[src/rtl/seg_scan_counter_pkg.sv]
// Shared types and active-low seven-segment patterns for seg_scan_counter.
// Segment order is {a,b,c,d,e,f,g}; a 0 bit lights the segment.
package seg_pkg;

    typedef logic [3:0] bcd_t;

    localparam logic [6:0] SEG_0     = 7'b0000001;
    localparam logic [6:0] SEG_1     = 7'b1001111;
    localparam logic [6:0] SEG_2     = 7'b0010010;
    localparam logic [6:0] SEG_3     = 7'b0000110;
    localparam logic [6:0] SEG_4     = 7'b1001100;
    localparam logic [6:0] SEG_5     = 7'b0100100;
    localparam logic [6:0] SEG_6     = 7'b0100000;
    localparam logic [6:0] SEG_7     = 7'b0001111;
    localparam logic [6:0] SEG_8     = 7'b0000000;
    localparam logic [6:0] SEG_9     = 7'b0000100;
    localparam logic [6:0] SEG_BLANK = 7'b1111111;

endpackage

[src/rtl/seg_scan_counter_if.sv]
// Control/display bundle for seg_scan_counter.
// master: the side driving en/up/clr and watching the display (board / bench).
// slave:  the counter itself.
interface seg_scan_counter_if #(
    parameter int DIGITS = 4
);
    logic                  en;
    logic                  up;
    logic                  clr;
    logic [4*DIGITS-1:0]   value;
    logic                  wrap;
    logic [6:0]            seg;
    logic [DIGITS-1:0]     an;

    modport master (
        output en, up, clr,
        input  value, wrap, seg, an
    );

    modport slave (
        input  en, up, clr,
        output value, wrap, seg, an
    );
endinterface

[src/rtl/seg_bcd_decode.sv]
// Combinational BCD digit to active-low seven-segment pattern.
// Codes 10..15 cannot occur in the counter but decode to blank for safety.
module seg_bcd_decode
    import seg_pkg::*;
(
    input  bcd_t       bcd_i,
    output logic [6:0] seg_o
);

    // Pattern lookup; default first so every path assigns seg_o.
    always_comb begin
        seg_o = SEG_BLANK;
        case (bcd_i)
            4'd0:    seg_o = SEG_0;
            4'd1:    seg_o = SEG_1;
            4'd2:    seg_o = SEG_2;
            4'd3:    seg_o = SEG_3;
            4'd4:    seg_o = SEG_4;
            4'd5:    seg_o = SEG_5;
            4'd6:    seg_o = SEG_6;
            4'd7:    seg_o = SEG_7;
            4'd8:    seg_o = SEG_8;
            4'd9:    seg_o = SEG_9;
            default: seg_o = SEG_BLANK;
        endcase
    end

endmodule

[src/rtl/seg_scan_counter.sv]
// Multi-digit BCD up/down counter with a time-multiplexed common-anode
// seven-segment scan. Two free-running dividers (count tick, digit scan)
// give single-cycle strobes; no derived clocks.
// Optional build macro: SEG_SCAN_LZB_EN enables leading-zero blanking.
module seg_scan_counter
    import seg_pkg::*;
#(
    parameter int DIGITS   = 4,
    parameter int TICK_DIV = 50_000_000,
    parameter int SCAN_DIV = 50_000
) (
    input  logic               clk,
    input  logic               rst,
    seg_scan_counter_if.slave  bus_if
);

    localparam int TICK_W = (TICK_DIV > 1) ? $clog2(TICK_DIV) : 1;
    localparam int SCAN_W = (SCAN_DIV > 1) ? $clog2(SCAN_DIV) : 1;
    localparam int IDX_W  = (DIGITS   > 1) ? $clog2(DIGITS)   : 1;

    logic [TICK_W-1:0]   tick_cnt_q, tick_cnt_d;
    logic [SCAN_W-1:0]   scan_cnt_q, scan_cnt_d;
    logic                tick, scan;

    logic [4*DIGITS-1:0] value_q, value_d;
    logic                wrap_q, wrap_d;
    logic [4*DIGITS-1:0] inc_val, dec_val;
    logic                inc_carry, dec_borrow;

    logic [IDX_W-1:0]    idx_q, idx_d;
    logic [6:0]          seg_q, seg_d;
    logic [DIGITS-1:0]   an_q, an_d;
    bcd_t                cur_digit;
    logic [6:0]          cur_seg;
    logic                blank;

    // ---------------- dividers ----------------
    assign tick       = (tick_cnt_q == TICK_W'(TICK_DIV - 1));
    assign tick_cnt_d = tick ? '0 : tick_cnt_q + 1'b1;
    assign scan       = (scan_cnt_q == SCAN_W'(SCAN_DIV - 1));
    assign scan_cnt_d = scan ? '0 : scan_cnt_q + 1'b1;

    // Divider registers; they free-run and ignore en/clr.
    always_ff @(posedge clk or posedge rst) begin
        if (rst) begin
            tick_cnt_q <= '0;
            scan_cnt_q <= '0;
        end else begin
            tick_cnt_q <= tick_cnt_d;
            scan_cnt_q <= scan_cnt_d;
        end
    end

    // ---------------- BCD arithmetic ----------------
    // Ripple increment and decrement candidates; a carry/borrow out of the
    // top digit is exactly the decimal wrap condition.
    always_comb begin
        inc_val    = value_q;
        dec_val    = value_q;
        inc_carry  = 1'b1;
        dec_borrow = 1'b1;
        for (int i = 0; i < DIGITS; i++) begin
            if (inc_carry) begin
                if (value_q[4*i +: 4] == 4'd9) begin
                    inc_val[4*i +: 4] = 4'd0;
                end else begin
                    inc_val[4*i +: 4] = value_q[4*i +: 4] + 4'd1;
                    inc_carry         = 1'b0;
                end
            end
            if (dec_borrow) begin
                if (value_q[4*i +: 4] == 4'd0) begin
                    dec_val[4*i +: 4] = 4'd9;
                end else begin
                    dec_val[4*i +: 4] = value_q[4*i +: 4] - 4'd1;
                    dec_borrow        = 1'b0;
                end
            end
        end
    end

    // Count next-state: clear beats tick, then up/down, else hold.
    always_comb begin
        value_d = value_q;
        wrap_d  = 1'b0;
        if (bus_if.clr) begin
            value_d = '0;
        end else if (tick && bus_if.en && bus_if.up) begin
            value_d = inc_val;
            wrap_d  = inc_carry;
        end else if (tick && bus_if.en) begin
            value_d = dec_val;
            wrap_d  = dec_borrow;
        end
    end

    // Count and wrap registers.
    always_ff @(posedge clk or posedge rst) begin
        if (rst) begin
            value_q <= '0;
            wrap_q  <= 1'b0;
        end else begin
            value_q <= value_d;
            wrap_q  <= wrap_d;
        end
    end

    // ---------------- display scan ----------------
    assign cur_digit = value_q[4*idx_q +: 4];

    seg_bcd_decode u_decode (
        .bcd_i (cur_digit),
        .seg_o (cur_seg)
    );

`ifdef SEG_SCAN_LZB_EN
    logic [DIGITS-1:0] lead_zero;
    logic              zero_run;

    // A digit is blanked when it and every digit above it are zero;
    // digit 0 is always shown.
    always_comb begin
        lead_zero = '0;
        zero_run  = 1'b1;
        for (int i = DIGITS - 1; i >= 1; i--) begin
            zero_run     = zero_run & (value_q[4*i +: 4] == 4'd0);
            lead_zero[i] = zero_run;
        end
    end

    assign blank = lead_zero[idx_q];
`else
    assign blank = 1'b0;
`endif

    // One-hot-low anode pattern for the digit being latched this scan.
    for (genvar gi = 0; gi < DIGITS; gi++) begin : g_an
        assign an_d[gi] = (idx_q != IDX_W'(gi));
    end

    assign seg_d = blank ? SEG_BLANK : cur_seg;
    assign idx_d = (idx_q == IDX_W'(DIGITS - 1)) ? '0 : idx_q + 1'b1;

    // Scan register: seg and an update together on each scan strobe.
    always_ff @(posedge clk or posedge rst) begin
        if (rst) begin
            idx_q <= '0;
            seg_q <= SEG_BLANK;
            an_q  <= '1;
        end else if (scan) begin
            idx_q <= idx_d;
            seg_q <= seg_d;
            an_q  <= an_d;
        end
    end

    assign bus_if.value = value_q;
    assign bus_if.wrap  = wrap_q;
    assign bus_if.seg   = seg_q;
    assign bus_if.an    = an_q;

endmodule

[src/flat_wrapper.sv]
// flat-port wrapper written by rule: the top's interface ports become plain ports
module seg_scan_counter_flat import seg_pkg::*;
#(
    parameter int DIGITS   = 4,
    parameter int TICK_DIV = 50_000_000,
    parameter int SCAN_DIV = 50_000
)
  (clk, rst, bus_if_en, bus_if_up, bus_if_clr, bus_if_value, bus_if_wrap, bus_if_seg, bus_if_an);
  seg_scan_counter_if #(.DIGITS(DIGITS)) bus_if_i ();
  input  logic clk;
  input  logic rst;
  input wire logic [$bits(bus_if_i.en)-1:0] bus_if_en;
  input wire logic [$bits(bus_if_i.up)-1:0] bus_if_up;
  input wire logic [$bits(bus_if_i.clr)-1:0] bus_if_clr;
  output wire logic [$bits(bus_if_i.value)-1:0] bus_if_value;
  output wire logic [$bits(bus_if_i.wrap)-1:0] bus_if_wrap;
  output wire logic [$bits(bus_if_i.seg)-1:0] bus_if_seg;
  output wire logic [$bits(bus_if_i.an)-1:0] bus_if_an;
  assign bus_if_i.en = bus_if_en;
  assign bus_if_i.up = bus_if_up;
  assign bus_if_i.clr = bus_if_clr;
  assign bus_if_value = bus_if_i.value;
  assign bus_if_wrap = bus_if_i.wrap;
  assign bus_if_seg = bus_if_i.seg;
  assign bus_if_an = bus_if_i.an;
  seg_scan_counter #(.DIGITS(DIGITS), .TICK_DIV(TICK_DIV), .SCAN_DIV(SCAN_DIV)) u_core (.clk(clk), .rst(rst), .bus_if(bus_if_i));
endmodule
[config.mk]
export PLATFORM = sky130hd
export DESIGN_NAME = seg_scan_counter_flat
export DESIGN_NICKNAME = d
export VERILOG_FILES = /design/src/rtl/seg_scan_counter_pkg.sv /design/src/rtl/seg_scan_counter_if.sv /design/src/rtl/seg_bcd_decode.sv /design/src/rtl/seg_scan_counter.sv /design/src/flat_wrapper.sv
export SDC_FILE = /design/constraint.sdc
export NUM_CORES = 1
export LEC_CHECK = 0
export CAP_MARGIN = 20
export CORE_ASPECT_RATIO = 2
export CORE_UTILIZATION = 45
export DETAILED_ROUTE_END_ITERATION = 8
export GPL_ROUTABILITY_DRIVEN = 1
export PLACE_DENSITY = 0.72
export SLEW_MARGIN = 0
export SYNTH_ARGS = -nofsm -noshare
export SYNTH_HDL_FRONTEND = slang
export SYNTH_SLANG_ARGS = --single-unit
[constraint.sdc]
create_clock -name clk -period 3.34 [get_ports clk]
set_clock_uncertainty 0.2 [all_clocks]
set_input_delay 0.668 -clock clk [delete_from_list [all_inputs] [get_ports clk]]
set_output_delay 0.668 -clock clk [all_outputs]
set_load 0.01 [all_outputs]
==> flow_summary.ini, run 1 <==
[status]
status = finished clean

[sta]
final_max_slew_viol_count = 0
fin_crit_ps = 2890
clock.fmax_ghz = 0.345
whs_ps = 268
setup_tns_ps = 0
post-route-period-util_pct = 86.7
final_hold_viol_count = 0
relSlewSlack_pct = 45.2
rsz0062_at_grt = no
setup_ws_ps = 446
tightestPinTransition_ps = 819
setup_viol_count_final = 0

[logic_synthesis]
syn_inst = 456
synth_flop_cell = dfrtp_1
synth_top_cell_area_share_pct = 36.7
synth_fa_ha_area_share_pct = 4.51
syn_nets = 476
synth_edf_count = 0
synth_common_cells = 61 x dfrtp_1, 51 x nor2_1, 44 x nand2_1
synth_seq_cells = 72
synth.most_common_cell = dfrtp_1
synth-simple-area-share_pct = 24.3
yosysSeqAreaShare_pct = 43.6
ys_warn_count = 0
synth-xor-area-share_pct = 9.26
synth_area_um2 = 4160
synth.avg_cell_area_um2 = 9.13
synthArstFlopShare_pct = 100
synthDistinctLibCells = 56
synth_top_family_by_area = simple AND/OR/NAND/NOR gates
synth_area_leader_cell = dfrtp_1
yosys-top-cells-area = dfrtp_1 37%, dfstp_2 6.9%, xor2_1 5.7%
synth-compound-area-share_pct = 11.6
muxShareOfSynthArea_pct = 2.68

[final_layout]
drive_above_1_share_pct = 9.47
final_util_pct = 54.2
diodes = 0
fillers = 823
syn2layout_area_growth_pct = 17.4
nNetsFinal = 501

[clock_tree]
clockBufferDepth = 2
cts-root-buf = clkbuf_16
numCtsBuffers = 9
clkTransAtPathRegs_ps = 60
cts_sinks = 72
cts_resized = 0
clock_latency_ps = 340
htree_num_levels = 3
cts_tree = built
postCtsHoldBufs = 0
cts_setup_buffers = 0

[floorplan]
rows = 49
die_y_um = 138
core_area_um2 = 9010
dieWidth_um = 70.0
dieArea_um2 = 9660
initial_utilization_pct = 46.2
io_pins = 33

[routing]
dr_total_vias = 3423
drtIter0Drc = 236
drtPass1Iterations = 4
wl_per_cell_um = 16.1
via_per_inst = 5.82
drc = 0
routed_wl_um = 9470
postRouteAntennaNets = 0

[pwr]
power_density_nw_per_um2 = 402
p_sw_share_pct = 19.6
p_switching_uw = 386
p_leak_uw = 0.00207
vdd_ir_drop_max_v = 0.000246
power_frac_seq_pct = 44.5
clock_power_share_pct = 53.4
intPower_uw = 1580
totalPowerFinal_uw = 1960
pwr-share-comb_pct = 2.1

[worst_setup_path]
r2r_slack_ps = 450
worstSetupPathType = reg -> reg
cp-start-kind = flip-flop
crit_fanout = 7
worstPathRequired_ps = 3320
cp-end-kind = flip-flop
r2r_start = u_core.tick_cnt_q[9]$_DFF_PP0_
critPathArrivalTime_ps = 2880
ff2ff_path_depth = 6
r2r-end = u_core.bus_if.value[6]$_DFFE_PP0P_

[placed_design]
dpl_worst_slack_ps = 357
gp_congestion = 0.918
post-dp-hpwl_um = 6560
placement.io_buffers = 32

[min_path]
min_from = u_core.tick_cnt_q[6]$_DFF_PP0_
whs_endpoint = u_core.tick_cnt_q[6]$_DFF_PP0_
min_path_cells = 1
hp-class = reg -> reg

[global_routing]
grt_max_degree = 49
grt_pass1_vias = 3491
grt-ovfl-total = 0
grt_first_pass_wirelength_um = 15900
antenna_found_initial = 0
track_usage_pct = 20.7

[job]
drv_cap = 0
[worst max-delay path: stages, from the launching register on]
cell and delay, ps:
dfrtp_1 420, or4b_4 560, nor4_4 380, and4_1 470, and3_1 410, a21boi_1 210
o31ai_1 80
[logic make-up (layout without fill, tap and decap cells)]
kind of cell	Yosys count	in the layout
fa+ha+maj	15	15
compound gates	80	80
mux	6	6
xor+xnor	44	44
flops	72	72
buf+inv	40	70
simple gates	199	199
[layer usage]
metal	wire length, um	GRT usage [%]
met1	3670	21.4
met2	5200	37.5
met3	299	4.01
met4	307	12.3
met5	0	0
[flip-flops by register name, summed over array words and instances (netlist names)]
name / flops
u_core.tick_cnt_q: 26
u_core.bus_if.value: 16
u_core.scan_cnt_q: 16
u_core.bus_if.seg: 7
u_core.bus_if.an: 4
u_core.idx_q: 2
u_core.bus_if.wrap: 1
[cell usage in the layout, fill, tap and decap left out, types with 2 or more instances in the layout]
| master | instances |
|---|---|
| dfrtp_1 | 61 |
| nor2_1 | 51 |
| nand2_1 | 44 |
| clkdlybuf4s50_1 | 32 |
| nand3_1 | 31 |
| o21ai_0 | 31 |
| xor2_1 | 27 |
| a21oi_1 | 21 |
| xnor2_1 | 17 |
| inv_1 | 15 |
| ha_1 | 15 |
| and3_1 | 11 |
| or3_1 | 11 |
| dfstp_2 | 11 |
| nand4_1 | 10 |
| nor3_1 | 10 |
| clkbuf_16 | 9 |
| nor4_1 | 5 |
| a31oi_1 | 5 |
| buf_4 | 5 |
| and2_1 | 4 |
| and4_1 | 4 |
| mux4_2 | 4 |
| nor2b_1 | 4 |
| a21o_1 | 4 |
| o31ai_1 | 3 |
| nand4b_1 | 2 |
| o21a_1 | 2 |
| nand2b_1 | 2 |
| clkbuf_8 | 2 |
| clkbuf_1 | 2 |
| bufinv_16 | 2 |
[per-stage QoR]
| step | instance area (um^2) | cells |
|---|---|---|
| after floorplan | 4160 | 456 |
| after global placement | 4560 | 572 |
| after detailed placement | 4560 | 572 |
| after CTS | 4890 | 588 |
| after global routing | 4890 | 588 |
| final | 4890 | 588 |
[power by group through the flow]
stage / logic (uW) / clock network [uW] / registers, uW
6_report: 41.3 / 1050 / 873
5_1_grt: 46.6 / 1090 / 873
4_1_cts: 42.5 / 1060 / 873
3_5_place_dp: 42.2 / 0 / 888
3_3_place_gp: 41.9 / 0 / 888
2_1_floorplan: 24.6 / 0 / 888
[area by class of cell]
| cell class | count | area (um^2) | area share [%] |
|---|---|---|---|
| multi-input combinational | 344 | 2180 | 44.6 |
| sequential | 72 | 1820 | 37.2 |
| timing repair buffer | 38 | 378 | 7.73 |
| clock buffer | 13 | 260 | 5.33 |
| tap | 102 | 128 | 2.61 |
| clock inverter | 3 | 65.1 | 1.33 |
| inverter | 16 | 60.1 | 1.23 |
[worst max-delay path by stage]
stage                                               from  slack, ps  depth (start not counted)                                  end
after global routing      u_core.tick_cnt_q[9]$_DFF_PP0_        290                          6   u_core.bus_if.value[5]$_DFFE_PP0P_
after floorplan                                      rst        670                          1   u_core.bus_if.value[0]$_DFFE_PP0P_
after detailed placement                       bus_if_en        360                          7  u_core.bus_if.value[11]$_DFFE_PP0P_
after global placement                         bus_if_en        400                          7  u_core.bus_if.value[11]$_DFFE_PP0P_
after CTS                 u_core.tick_cnt_q[9]$_DFF_PP0_        450                          6   u_core.bus_if.value[6]$_DFFE_PP0P_
final                     u_core.tick_cnt_q[9]$_DFF_PP0_        450                          6   u_core.bus_if.value[6]$_DFFE_PP0P_
Power figures use the tool's default switching activity.
==> run 2: changes to the inputs <==
- GPL_ROUTABILITY_DRIVEN: 1 -> 0
- HOLD_SLACK_MARGIN: not set -> 0.06
==> results of run 2 <==
Same layout as run 1: the final DEF is identical, and so are final timing and power.
==> run 3: changes to the inputs <==
- CORE_UTILIZATION: 45 -> 59
- HOLD_SLACK_MARGIN: 0.06 -> 0.08
- PLACE_DENSITY: 0.72 -> 0.89
==> flow_summary.ini, run 3 (synthesis gave the netlist of run 1 again) <==
[status]
status = finished clean

[final_layout]
regMostFlops = u_core.tick_cnt_q
largest_reg_flops = 26
final_common_cell = dfrtp_1
nNetsFinal = 500
diodes = 0
drive_above_1_share_pct = 9.28
final_util_pct = 70.8
syn2layout_area_growth_pct = 17.2
fillers = 546
final_cell_mix = 61 x dfrtp_1, 51 x nor2_1, 44 x nand2_1, 32 x clkdlybuf4s50_1

[min_path]
min_from = u_core.bus_if.seg[1]$_DFFE_PP1N_
hp-class = reg -> reg
min_path_cells = 2
whs_endpoint = u_core.bus_if.seg[1]$_DFFE_PP1N_

[clock_tree]
clockBufferDepth = 2
cts_sinks = 72
cts_tree = built
cts-root-buf = clkbuf_16
cts_setup_buffers = 0
clkTransAtPathRegs_ps = 60
htree_num_levels = 3
cts_resized = 0
postCtsHoldBufs = 0
clock_latency_ps = 340
numCtsBuffers = 9

[worst_setup_path]
worstSetupPathType = reg -> reg
ff2ff_path_depth = 6
r2r_slack_ps = 370
crit_fanout = 8
critPathArrivalTime_ps = 2960
worstPathRequired_ps = 3330
r2r-end = u_core.bus_if.value[6]$_DFFE_PP0P_
cp-end-kind = flip-flop
cp-start-kind = flip-flop
r2r_start = u_core.tick_cnt_q[9]$_DFF_PP0_

[sta]
final_max_slew_viol_count = 0
tightestPinTransition_ps = 720
clock.fmax_ghz = 0.337
relSlewSlack_pct = 51.9
fin_crit_ps = 2970
setup_tns_ps = 0
final_hold_viol_count = 0
post-route-period-util_pct = 88.8
setup_viol_count_final = 0
rsz0062_at_grt = no

[global_routing]
grt_max_degree = 46
grt_pass1_vias = 3392
grt-ovfl-total = 0
track_usage_pct = 28.4
antenna_found_initial = 0
grt_first_pass_wirelength_um = 15500

[routing]
postRouteAntennaNets = 0
wl_per_cell_um = 16.5
via_per_inst = 6.07
dr_total_vias = 3491
routed_wl_um = 9500
drc = 0
drtIter0Drc = 243
drtPass1Iterations = 5

[pwr]
vdd_ir_drop_max_v = 0.000359
p_leak_uw = 0.00207
power_density_nw_per_um2 = 411

[floorplan]
dieArea_um2 = 7420
initial_utilization_pct = 60.4
io_pins = 33
core_area_um2 = 6890
dieWidth_um = 61.4
die_y_um = 121
rows = 43

[placed_design]
placement.io_buffers = 32
post-dp-hpwl_um = 6500

[job]
drv_cap = 0
-- run 3: changes by cell type in the layout (fill, tap and decap cells not counted) --
| cell | change |
|---|---|
| clkinv_4 | +1 |
| buf_4 | -1 |
| clkbuf_8 | -2 |
| clkinv_2 | -1 |
| clkinvlp_4 | +1 |
| bufinv_16 | +1 |
-- run 3: cell type report --
class | count | area [um^2] | share of cell area [%]
tap | 90 | 113 | 2.31
clock inverter | 5 | 106 | 2.18
clock buffer | 11 | 233 | 4.77
timing repair buffer | 37 | 370 | 7.59
sequential | 72 | 1820 | 37.2
multi-input combinational | 344 | 2180 | 44.7
inverter | 16 | 60.1 | 1.23
-- run 3: routing by layer --
layer  track usage, %  share of wire, %  vias to the layer above
li1                 -                 -                     1633
met1             32.0                38                     1695
met2             46.6                53                      122
met3             5.56               4.0                       41
met4             18.8               5.1                        0
met5                0                 0                        -
-- run 3: per-stage QoR --
step | setup slack, ps | hold slack (ps) | total power (uW) | instances | cell area (um^2)
3_5_place_dp | 353 | 260 | 930 | 559 | 4540
5_1_grt | 189 | 293 | 2060 | 575 | 4880
6_report | 373 | 277 | 2010 | 575 | 4880
2_1_floorplan | 665 | 241 | 913 | 456 | 4160
3_3_place_gp | 422 | 258 | 929 | 559 | 4540
4_1_cts | 385 | 273 | 2020 | 575 | 4880
-- run 3: worst max-delay path, cell delays in order, from the launching register on --
cell and delay (ps):
dfrtp_1 420, or4b_4 570, nor4_4 430, and4_1 480, and3_1 410, a21boi_1 230
o31ai_1 90
-- run 3: how the worst max path moves through the flow --
| stage | depth (start not counted) | slack, ps | from | to |
|---|---|---|---|---|
| 2_1_floorplan | 1 | 670 | rst | u_core.bus_if.value[0]$_DFFE_PP0P_ |
| 3_3_place_gp | 7 | 420 | bus_if_en | u_core.bus_if.value[11]$_DFFE_PP0P_ |
| 3_5_place_dp | 7 | 350 | bus_if_en | u_core.bus_if.value[11]$_DFFE_PP0P_ |
| 4_1_cts | 6 | 380 | u_core.tick_cnt_q[9]$_DFF_PP0_ | u_core.bus_if.value[5]$_DFFE_PP0P_ |
| 5_1_grt | 6 | 190 | u_core.tick_cnt_q[9]$_DFF_PP0_ | u_core.bus_if.value[6]$_DFFE_PP0P_ |
| 6_report | 6 | 370 | u_core.tick_cnt_q[9]$_DFF_PP0_ | u_core.bus_if.value[6]$_DFFE_PP0P_ |
-- run 3: where the power goes --
group              switching (uW)  internal (uW)
clock network                 361            731
logic                        30.1           10.7
registers      0.0000000000000848            873
total                         391           1610
